--- src/rtl/des_key_rotor.sv ---
// rtl/des_key_rotor.sv - iterative DES key-schedule rotation engine with encrypt/decrypt order and valid/ready output
module des_key_rotor #(
    parameter int                HALF_W    = 28,
    parameter int                ROUNDS    = 16,
    parameter logic [ROUNDS-1:0] SHIFT_MAP = 16'h7EFC,
    localparam int               CNT_W     = $clog2(ROUNDS + 1)
) (
    input  logic              clk,
    input  logic              rst,
    input  logic              start,
    input  logic              mode,
    input  logic [HALF_W-1:0] c_in,
    input  logic [HALF_W-1:0] d_in,
    output logic              busy,
    output logic              out_valid,
    input  logic              out_ready,
    output logic [CNT_W-1:0]  round_idx,
    output logic [HALF_W-1:0] c_out,
    output logic [HALF_W-1:0] d_out,
    output logic              done
);

    // Net rotation accumulated over the whole schedule; the decrypt stream starts here.
    function automatic int calc_total();
        int acc;
        acc = 0;
        for (int r = 0; r < ROUNDS; r++) begin
            acc += SHIFT_MAP[r] ? 2 : 1;
        end
        return acc % HALF_W;
    endfunction

    localparam int                TOTAL     = calc_total();
    localparam logic [ROUNDS:0]   MAP_PAD   = {1'b0, SHIFT_MAP};
    localparam logic [CNT_W-1:0]  FIRST_IDX = CNT_W'(1);
    localparam logic [CNT_W-1:0]  LAST_IDX  = CNT_W'(ROUNDS);

    function automatic logic [HALF_W-1:0] rot_step(input logic [HALF_W-1:0] x,
                                                   input logic right, input logic two);
        logic [HALF_W-1:0] y;
        case ({right, two})
            2'b00:   y = {x[HALF_W-2:0], x[HALF_W-1]};
            2'b01:   y = {x[HALF_W-3:0], x[HALF_W-1:HALF_W-2]};
            2'b10:   y = {x[0], x[HALF_W-1:1]};
            default: y = {x[1:0], x[HALF_W-1:2]};
        endcase
        return y;
    endfunction

    typedef enum logic {S_IDLE, S_RUN} state_t;

    state_t              r_state;
    state_t              w_state_nxt;
    logic                r_mode;
    logic                r_done;
    logic [CNT_W-1:0]    r_idx;
    logic [HALF_W-1:0]   r_c;
    logic [HALF_W-1:0]   r_d;

    logic                w_hs;
    logic                w_last;
    logic                w_two;
    logic                w_load;
    logic [CNT_W-1:0]    w_idx_dn;
    logic [CNT_W-1:0]    w_idx_up;
    logic [2*HALF_W-1:0] w_c_dbl;
    logic [2*HALF_W-1:0] w_d_dbl;
    logic [HALF_W-1:0]   w_c_load;
    logic [HALF_W-1:0]   w_d_load;
    logic [HALF_W-1:0]   w_c_step;
    logic [HALF_W-1:0]   w_d_step;

    // Handshake, last-round detection and the per-round shift amount / next pair.
    always_comb begin
        w_hs     = (r_state == S_RUN) && out_ready;
        w_last   = r_mode ? (r_idx == FIRST_IDX) : (r_idx == LAST_IDX);
        w_idx_dn = r_idx - FIRST_IDX;
        w_idx_up = r_idx + FIRST_IDX;
        // Encrypt moves to round idx+1 (map bit idx); decrypt undoes round idx (map bit idx-1).
        w_two    = r_mode ? MAP_PAD[w_idx_dn] : MAP_PAD[r_idx];
        w_c_step = rot_step(r_c, r_mode, w_two);
        w_d_step = rot_step(r_d, r_mode, w_two);
        // Constant TOTAL rotation taken as a fixed slice of the doubled input.
        w_c_dbl  = {c_in, c_in};
        w_d_dbl  = {d_in, d_in};
        w_load   = (r_state == S_IDLE) && start;
        if (mode) begin
            w_c_load = w_c_dbl[2*HALF_W-1-TOTAL -: HALF_W];
            w_d_load = w_d_dbl[2*HALF_W-1-TOTAL -: HALF_W];
        end else begin
            w_c_load = rot_step(c_in, 1'b0, MAP_PAD[0]);
            w_d_load = rot_step(d_in, 1'b0, MAP_PAD[0]);
        end
    end

    // State register.
    always_ff @(posedge clk) begin
        if (rst) begin
            r_state <= S_IDLE;
        end else begin
            r_state <= w_state_nxt;
        end
    end

    // Next-state: IDLE -> RUN on start, RUN -> IDLE on the final handshake.
    always_comb begin
        w_state_nxt = r_state;
        case (r_state)
            S_IDLE:  if (start) w_state_nxt = S_RUN;
            S_RUN:   if (w_hs && w_last) w_state_nxt = S_IDLE;
            default: w_state_nxt = S_IDLE;
        endcase
    end

    // Datapath: load first pair on start, advance one round per handshake, hold otherwise.
    always_ff @(posedge clk) begin
        if (rst) begin
            r_mode <= 1'b0;
            r_done <= 1'b0;
            r_idx  <= '0;
            r_c    <= '0;
            r_d    <= '0;
        end else begin
            r_done <= w_hs && w_last;
            if (w_load) begin
                r_mode <= mode;
                r_idx  <= mode ? LAST_IDX : FIRST_IDX;
                r_c    <= w_c_load;
                r_d    <= w_d_load;
            end else if (w_hs && !w_last) begin
                r_idx  <= r_mode ? w_idx_dn : w_idx_up;
                r_c    <= w_c_step;
                r_d    <= w_d_step;
            end
        end
    end

    // Outputs decoded from state and datapath registers.
    always_comb begin
        busy      = (r_state == S_RUN);
        out_valid = (r_state == S_RUN);
        done      = r_done;
        round_idx = r_idx;
        c_out     = r_c;
        d_out     = r_d;
    end

endmodule

--- config.mk ---
export PLATFORM = sky130hd
export DESIGN_NAME = des_key_rotor
export DESIGN_NICKNAME = d
export VERILOG_FILES = /design/src/rtl/des_key_rotor.sv
export SDC_FILE = /design/constraint.sdc
export NUM_CORES = 1
export LEC_CHECK = 0
export CAP_MARGIN = 25
export CORE_MARGIN = 5
export CORE_UTILIZATION = 38
export DETAILED_ROUTE_END_ITERATION = 8
export PLACE_DENSITY = 0.7
export SLEW_MARGIN = 30
export SYNTH_ARGS = -nofsm -noshare
export SYNTH_HDL_FRONTEND = slang
export SYNTH_SLANG_ARGS = --single-unit
export TNS_END_PERCENT = 100
--- constraint.sdc ---
create_clock -name clk -period 2.7 [get_ports clk]
set_input_delay 0.405 -clock clk [delete_from_list [all_inputs] [get_ports clk]]
set_output_delay 0.405 -clock clk [all_outputs]
set_load 0.01 [all_outputs]
=== Word level (Yosys, flattened, before mapping) ===
Memories as Yosys holds them, arrays and structs flattened. A register that Yosys moved wholly into a read port is not among the register bits.
Cells that the tools add are included.

* Bitwise gates (word level): 1
* Reduce and logical (&&, ||, !) cells: 7
* Order comparisons: 2
* Equal/unequal tests: 4
* Muxes and demuxes: 21
* $add $sub $neg: 2

{| class="wikitable"
|+ Operators by type and width
! cell !! count
|-
| 28-bit two-way mux || 6
|-
| 28-bit case mux with 3 select lines || 2
|-
| 5-bit two-way mux || 6
|-
| 5-bit by 6-bit < comparator with 1-bit output (second input constant) || 2
|-
| 1-bit two-way mux || 6
|-
| 5-bit by 1-bit adder with 5-bit output (second input constant) || 1
|-
| 5-bit by 1-bit == test with 1-bit output (second input constant) || 1
|-
| 5-bit == test (second input constant) || 1
|-
| 5-bit by 1-bit subtractor with 5-bit output (second input constant) || 1
|-
| 1-bit logical AND || 4
|-
| 2-bit by 1-bit == test with 1-bit output (second input constant) || 1
|-
| 2-bit == test (second input constant) || 1
|-
| 2-bit zero test || 1
|-
| 1-bit case mux with 2 select lines || 1
|-
| 2-bit nonzero test || 1
|-
| 1-bit zero test || 1
|-
| 1-bit inverter || 1
|}

* Input port bits: 61
* Memories kept: 2
* Register bits after elaboration: 64
* Word-level logic and storage cells: 45
* Bits in read-only memories: 64
* Output and inout port bits: 64

{| class="wikitable"
|+ Memories
! memory !! depth !! width !! rd ports !! clocked after memory_dff !! write ports !! line !! source
|-
| (name not given) || 32 || 1 || 1 || 1 || 0 || 80 || <nowiki>w_two = r_mode ? MAP_PAD[w_idx_dn] : MAP_PAD[r_idx];</nowiki>
|-
| (name not given) || 32 || 1 || 1 || 0 || 0 || 80 ||
|}

=== Logic depth before layout (Yosys ltp) ===
Gate-level depths: netlist (run 1).

* Depth after elaboration: 8
* Depth in mapped cells: 9

=== Least setup slack after synthesis (run 1) ===
No wires, ideal clock.

* Path kind: reg-to-reg
* Start: register r_idx[0] (netlist: round_idx[0])
* End: register r_c[0] (netlist: c_out[0])
* Arrival time: 2.239 ns
* Setup slack: 0.367 ns
* Library setup time: 0.093 ns
* Required time: 2.607 ns
* Cell stages (with the launch flop): 10
* Cell sequence: dfxtp_1 > inv_1 > ha_1 > or3b_1 > a22oi_1 > o311ai_1 > and2_1 > buf_6 > buf_6 > o311ai_2

* Longest elaborated chain between the ends: 8
* Elaborated cells between the ends (all ways): 16

{| class="wikitable"
|+ Ends and longest elaborated chain
! element !! line !! source
|-
| from (decl) || 56 || <nowiki>logic [CNT_W-1:0] r_idx;</nowiki>
|-
| from (signal assigned) || 127 || <nowiki>r_idx <= mode ? LAST_IDX : FIRST_IDX;</nowiki>
|-
| from (signal assigned) || 131 || <nowiki>r_idx <= r_mode ? w_idx_dn : w_idx_up;</nowiki>
|-
| 5-bit by 1-bit subtractor with 5-bit output || 77 || <nowiki>w_idx_dn = r_idx - FIRST_IDX;</nowiki>
|-
| memory read 32 x 1 bit || -- ||
|-
| 1-bit two-way mux (implied by the code) || 80 ||
|-
| 1-bit two-way mux || 80 ||
|-
| 2-bit == test (tied with other cells) || 41 || <nowiki>case ({right, two})</nowiki>
|-
| 28-bit case mux with 3 select lines || 41 ||
|-
| 28-bit two-way mux || 130 || <nowiki>end else if (w_hs && !w_last) begin</nowiki>
|-
| 28-bit two-way mux || 125 || <nowiki>if (w_load) begin</nowiki>
|-
| to (signal assigned) || 128 || <nowiki>r_c <= w_c_load;</nowiki>
|-
| to (signal assigned) || 132 || <nowiki>r_c <= w_c_step;</nowiki>
|-
| to (decl) || 57 || <nowiki>logic [HALF_W-1:0] r_c;</nowiki>
|}

Parallel ways exist; a longest one is shown, timed or not. The select of a mux whose other input is x is not followed.
A chain may end at the register's enable or synchronous reset.

=== Worst setup path after layout (run 1) ===
* Start: register r_idx[0] (netlist: round_idx[0])
* End: register r_c[2] (netlist: c_out[2])

The elaborated chain is that of the path after synthesis.

==> flow_summary.yaml, run 1 <==
synthesis:
  synth_top_area_cell: "dfxtp_1"
  yosys_warnings: 0
  ys_seq_elements: 65
  yosys-top-cells-area: "dfxtp_1 (24%), mux2i_1 (21%), o311ai_2 (12%), o211ai_1 (7.6%), nand4_1 (6.4%)"
  synthArstFlopShare_pct: 0
  syn_inst: 656
  synth_nets: 720
  avgSynthCellArea_um2: 8.388
  yosys.cell_types.count: 43
  synth_edf_count: 0
  synth_top_area_share_pct: 23.65
  synth_area_mm2: 0.005503
  synth_ff_type: "dfxtp_1"
  yosysSeqAreaShare_pct: 23.65
worst_setup_path:
  setup.worst_path.class: "flop to flop"
  ff2ff_path_depth: 8
  cpMaxStageDelayCell: "dfxtp_2"
  crit_chain: "inv_1, ha_1, or3b_1, a22oi_1, o311ai_4, and2_4, buf_12, o311ai_2"
  reg2reg_from: "round_idx[0]"
  slowest_delay_ns: 0.39
  rrSetupSlack_ns: 0.24
  cp_top_family: "simple AND/OR/NAND/NOR gates"
  endpoint_kind: "flop"
  reg2reg_to: "c_out[2]"
  critPathArrivalTime_ns: 2.70
  startpoint: "round_idx[0]"
  crit_path_end: "c_out[2]"
  critical_path.max_fanout: 28
  cp_num_buf_inv: 2
  start_kind: "flop"
  crit_cells: 8
  crit_required_ns: 2.94
sta:
  fin_crit_sh_pct: 91.04
  worst_slew_pin_slew_ns: 0.7739
  grt_setup_unrepaired: "false"
  hold_slack_ns: 0.5416
  setup_viol: 0
  maxSlewViolCount: 0
  min_period_ns: 2.458
  tns_ns: 0
  final-hold-violation-count: 0
  clock.fmax_ghz: 0.4068
  fin_skew_ns: 0.005815
  max-slew-margin-rel_pct: 48.41
place:
  gp_congestion: 0.8528
  placed_area_mm2: 0.006840
  dp_cells: 900
  port_buffers: 124
  hpwl_um: 10620
clocking:
  numClockSinks: 65
  cts_hold_buf: 0
  htree_levels: 3
  path_clk_slew_ns: 0.06
  cts_tree: "done"
  cts-root-buf: "clkbuf_16"
  clk_path_buf_depth: 2
  cts_inserted_buffers: 9
  clk_latency_ns: 0.33
job:
  cap_violations: 0
power_and_ir_drop:
  cellPowerDensity_mw_per_mm2: 481.2
  seqPwrFrac_pct: 35.1
  power_switching_mw: 1.112
  swShare_pct: 32.28
  pwr-share-comb_pct: 29.0
  vdd_drop_max_mv: 0.2918
  power_leakage_nw: 2.371
  clkPwrFrac_pct: 35.9
  internal_power_mw: 2.333
detailed_routing:
  vias: 5648
  avgRoutedWirePerCell_um: 18.18
  highest_layer: "met4"
  wl_met1_um: 7578
  via_per_inst: 6.166
  drtIter0Drc: 462
  met2_length_um: 7791
  ant_nets: 0
  drt-total-wl_um: 16650
  drt-pass1-iter-count: 5
  met3_length_um: 1033
  drc: 0
layout:
  fin_util_pct: 49.83
  syn_to_final_growth_pct: 30.10
  multi_input_area_mm2: 0.003860
  final_area_mm2: 0.007159
  fin_nets: 791
  layout-drive-gt1-share_pct: 11.07
  antenna_cells: 0
  seq_area_mm2: 0.001311
  finalNonFillerCells: 916
  nFillCells: 1315
global_routing:
  grt_pass1_wl_um: 26890
  grt_max_degree: 115
  grt_usage_pct: 19.15
  grt_antenna_before_repair: 0
  grt-ovfl-total: 0
  grt_pass1_vias: 5418
floorplan:
  ios: 125
  start_util_pct: 38.30
  die_x_um: 130.3
  die_area_mm2: 0.01699
  die_h_um: 130.3
  rows: 44
  design.core.area_mm2: 0.01437
status:
  outcome: "finished clean"
worst_hold_path:
  hp-class: "flop to flop"
==> cells in the mapped netlist, drive strengths merged, types with 2 or more instances <==
library cell,number
a211o,2
a211oi,3
a21oi,60
a31oi,2
and2,2
buf,29
clkbuf,48
dfxtp,65
ha,3
inv,5
mux2i,113
nand2,61
nand2b,2
nand3b,2
nand4,56
nor2,59
nor2b,3
nor3,4
nor3b,2
nor4,2
o2111ai,2
o211ai,56
o311ai,57
or4,2
xnor2,3
==> power by group through the flow <==
stage | Sequential [mW] | Clock (mW) | Combinational [mW]
after floorplan | 1.22 | 0 | 0.562
after global placement | 1.22 | 0 | 0.978
after detailed placement | 1.22 | 0 | 0.996
after CTS | 1.20 | 1.25 | 1.00
after global routing | 1.23 | 1.29 | 1.09
final | 1.21 | 1.24 | 0.999
==> metal layers <==
layer / GRT usage [%] / vias to the layer above
met2: 31.74 / 200
met3: 3.602 / 22
li1: - / 2700
met5: 0 / -
met4: 6.050 / 0
met1: 25.20 / 2726
==> worst min-delay path by stage <==
stage / start / end / slack, ns / cells after the start
global route: r_mode / r_mode / 0.57 / 2
detailed placement: r_mode / r_mode / 0.53 / 2
finish: r_mode / r_mode / 0.54 / 2
floorplan: rst / r_mode / 0.47 / 1
global placement: r_mode / r_mode / 0.53 / 2
CTS: r_mode / r_mode / 0.54 / 2
==> layout by cell type, fill, tap and decap left out, types with 9 or more instances in the layout <==
cell type,count
o211ai_1,56
dfxtp_1,61
nand4_1,56
clkdlybuf4s50_1,123
clkbuf_16,9
o311ai_2,40
a21oi_1,59
o311ai_1,16
nand2_1,60
nor2_1,59
mux2i_1,113
==> through the flow <==
stage                     setup slack [ns]  power (mW)
final                               0.2418       3.445
after global routing               0.05926       3.605
after CTS                         0.001889       3.455
after detailed placement          0.006010       2.221
after global placement              0.1546       2.198
after floorplan                     0.3674       1.783
==> flip-flops by register name, summed over array words and instances, names as in the netlist, named ones only <==
signal / count
r_mode: 1
c_out: 28
d_out: 28
busy: 1
round_idx: 5
done: 1
==> cell type report <==
cell class / count / share of cell area [%]
inverter: 5 / 0.2621
timing repair buffer: 137 / 19.89
sequential: 65 / 18.32
tap: 184 / 3.216
clock inverter: 4 / 0.6816
clock buffer: 12 / 3.722
multi-input combinational: 509 / 53.91
==> what timing repair did <==
item,in CTS,in global routing
buffers inserted,0,0
setup endpoints to repair,0,43
resized for setup,0,3
==> kinds of logic after synthesis <==
family	count (synthesis)	share of synthesized area, %
compound gates	189	30.01
xor+xnor	4	0.6368
fa+ha+maj	3	0.6822
buf+inv	82	7.049
flops	65	23.65
mux	113	20.55
simple gates	200	17.42
==> worst register-to-register path, cell delays in order, from the launching register on <==
cell	delay (ns)
dfxtp_2	0.39
inv_1	0.09
ha_1	0.36
or3b_1	0.37
a22oi_1	0.24
o311ai_4	0.13
and2_4	0.28
buf_12	0.22
o311ai_2	0.28
Note: power is estimated with default switching activity, not from simulation.
==> inputs of run 2 (changes only) <==
- SKIP_LAST_GASP: default -> 1
- TNS_END_PERCENT: 100 -> 10
==> results of run 2 <==
Final layout, timing and power as in run 1 (identical DEF).
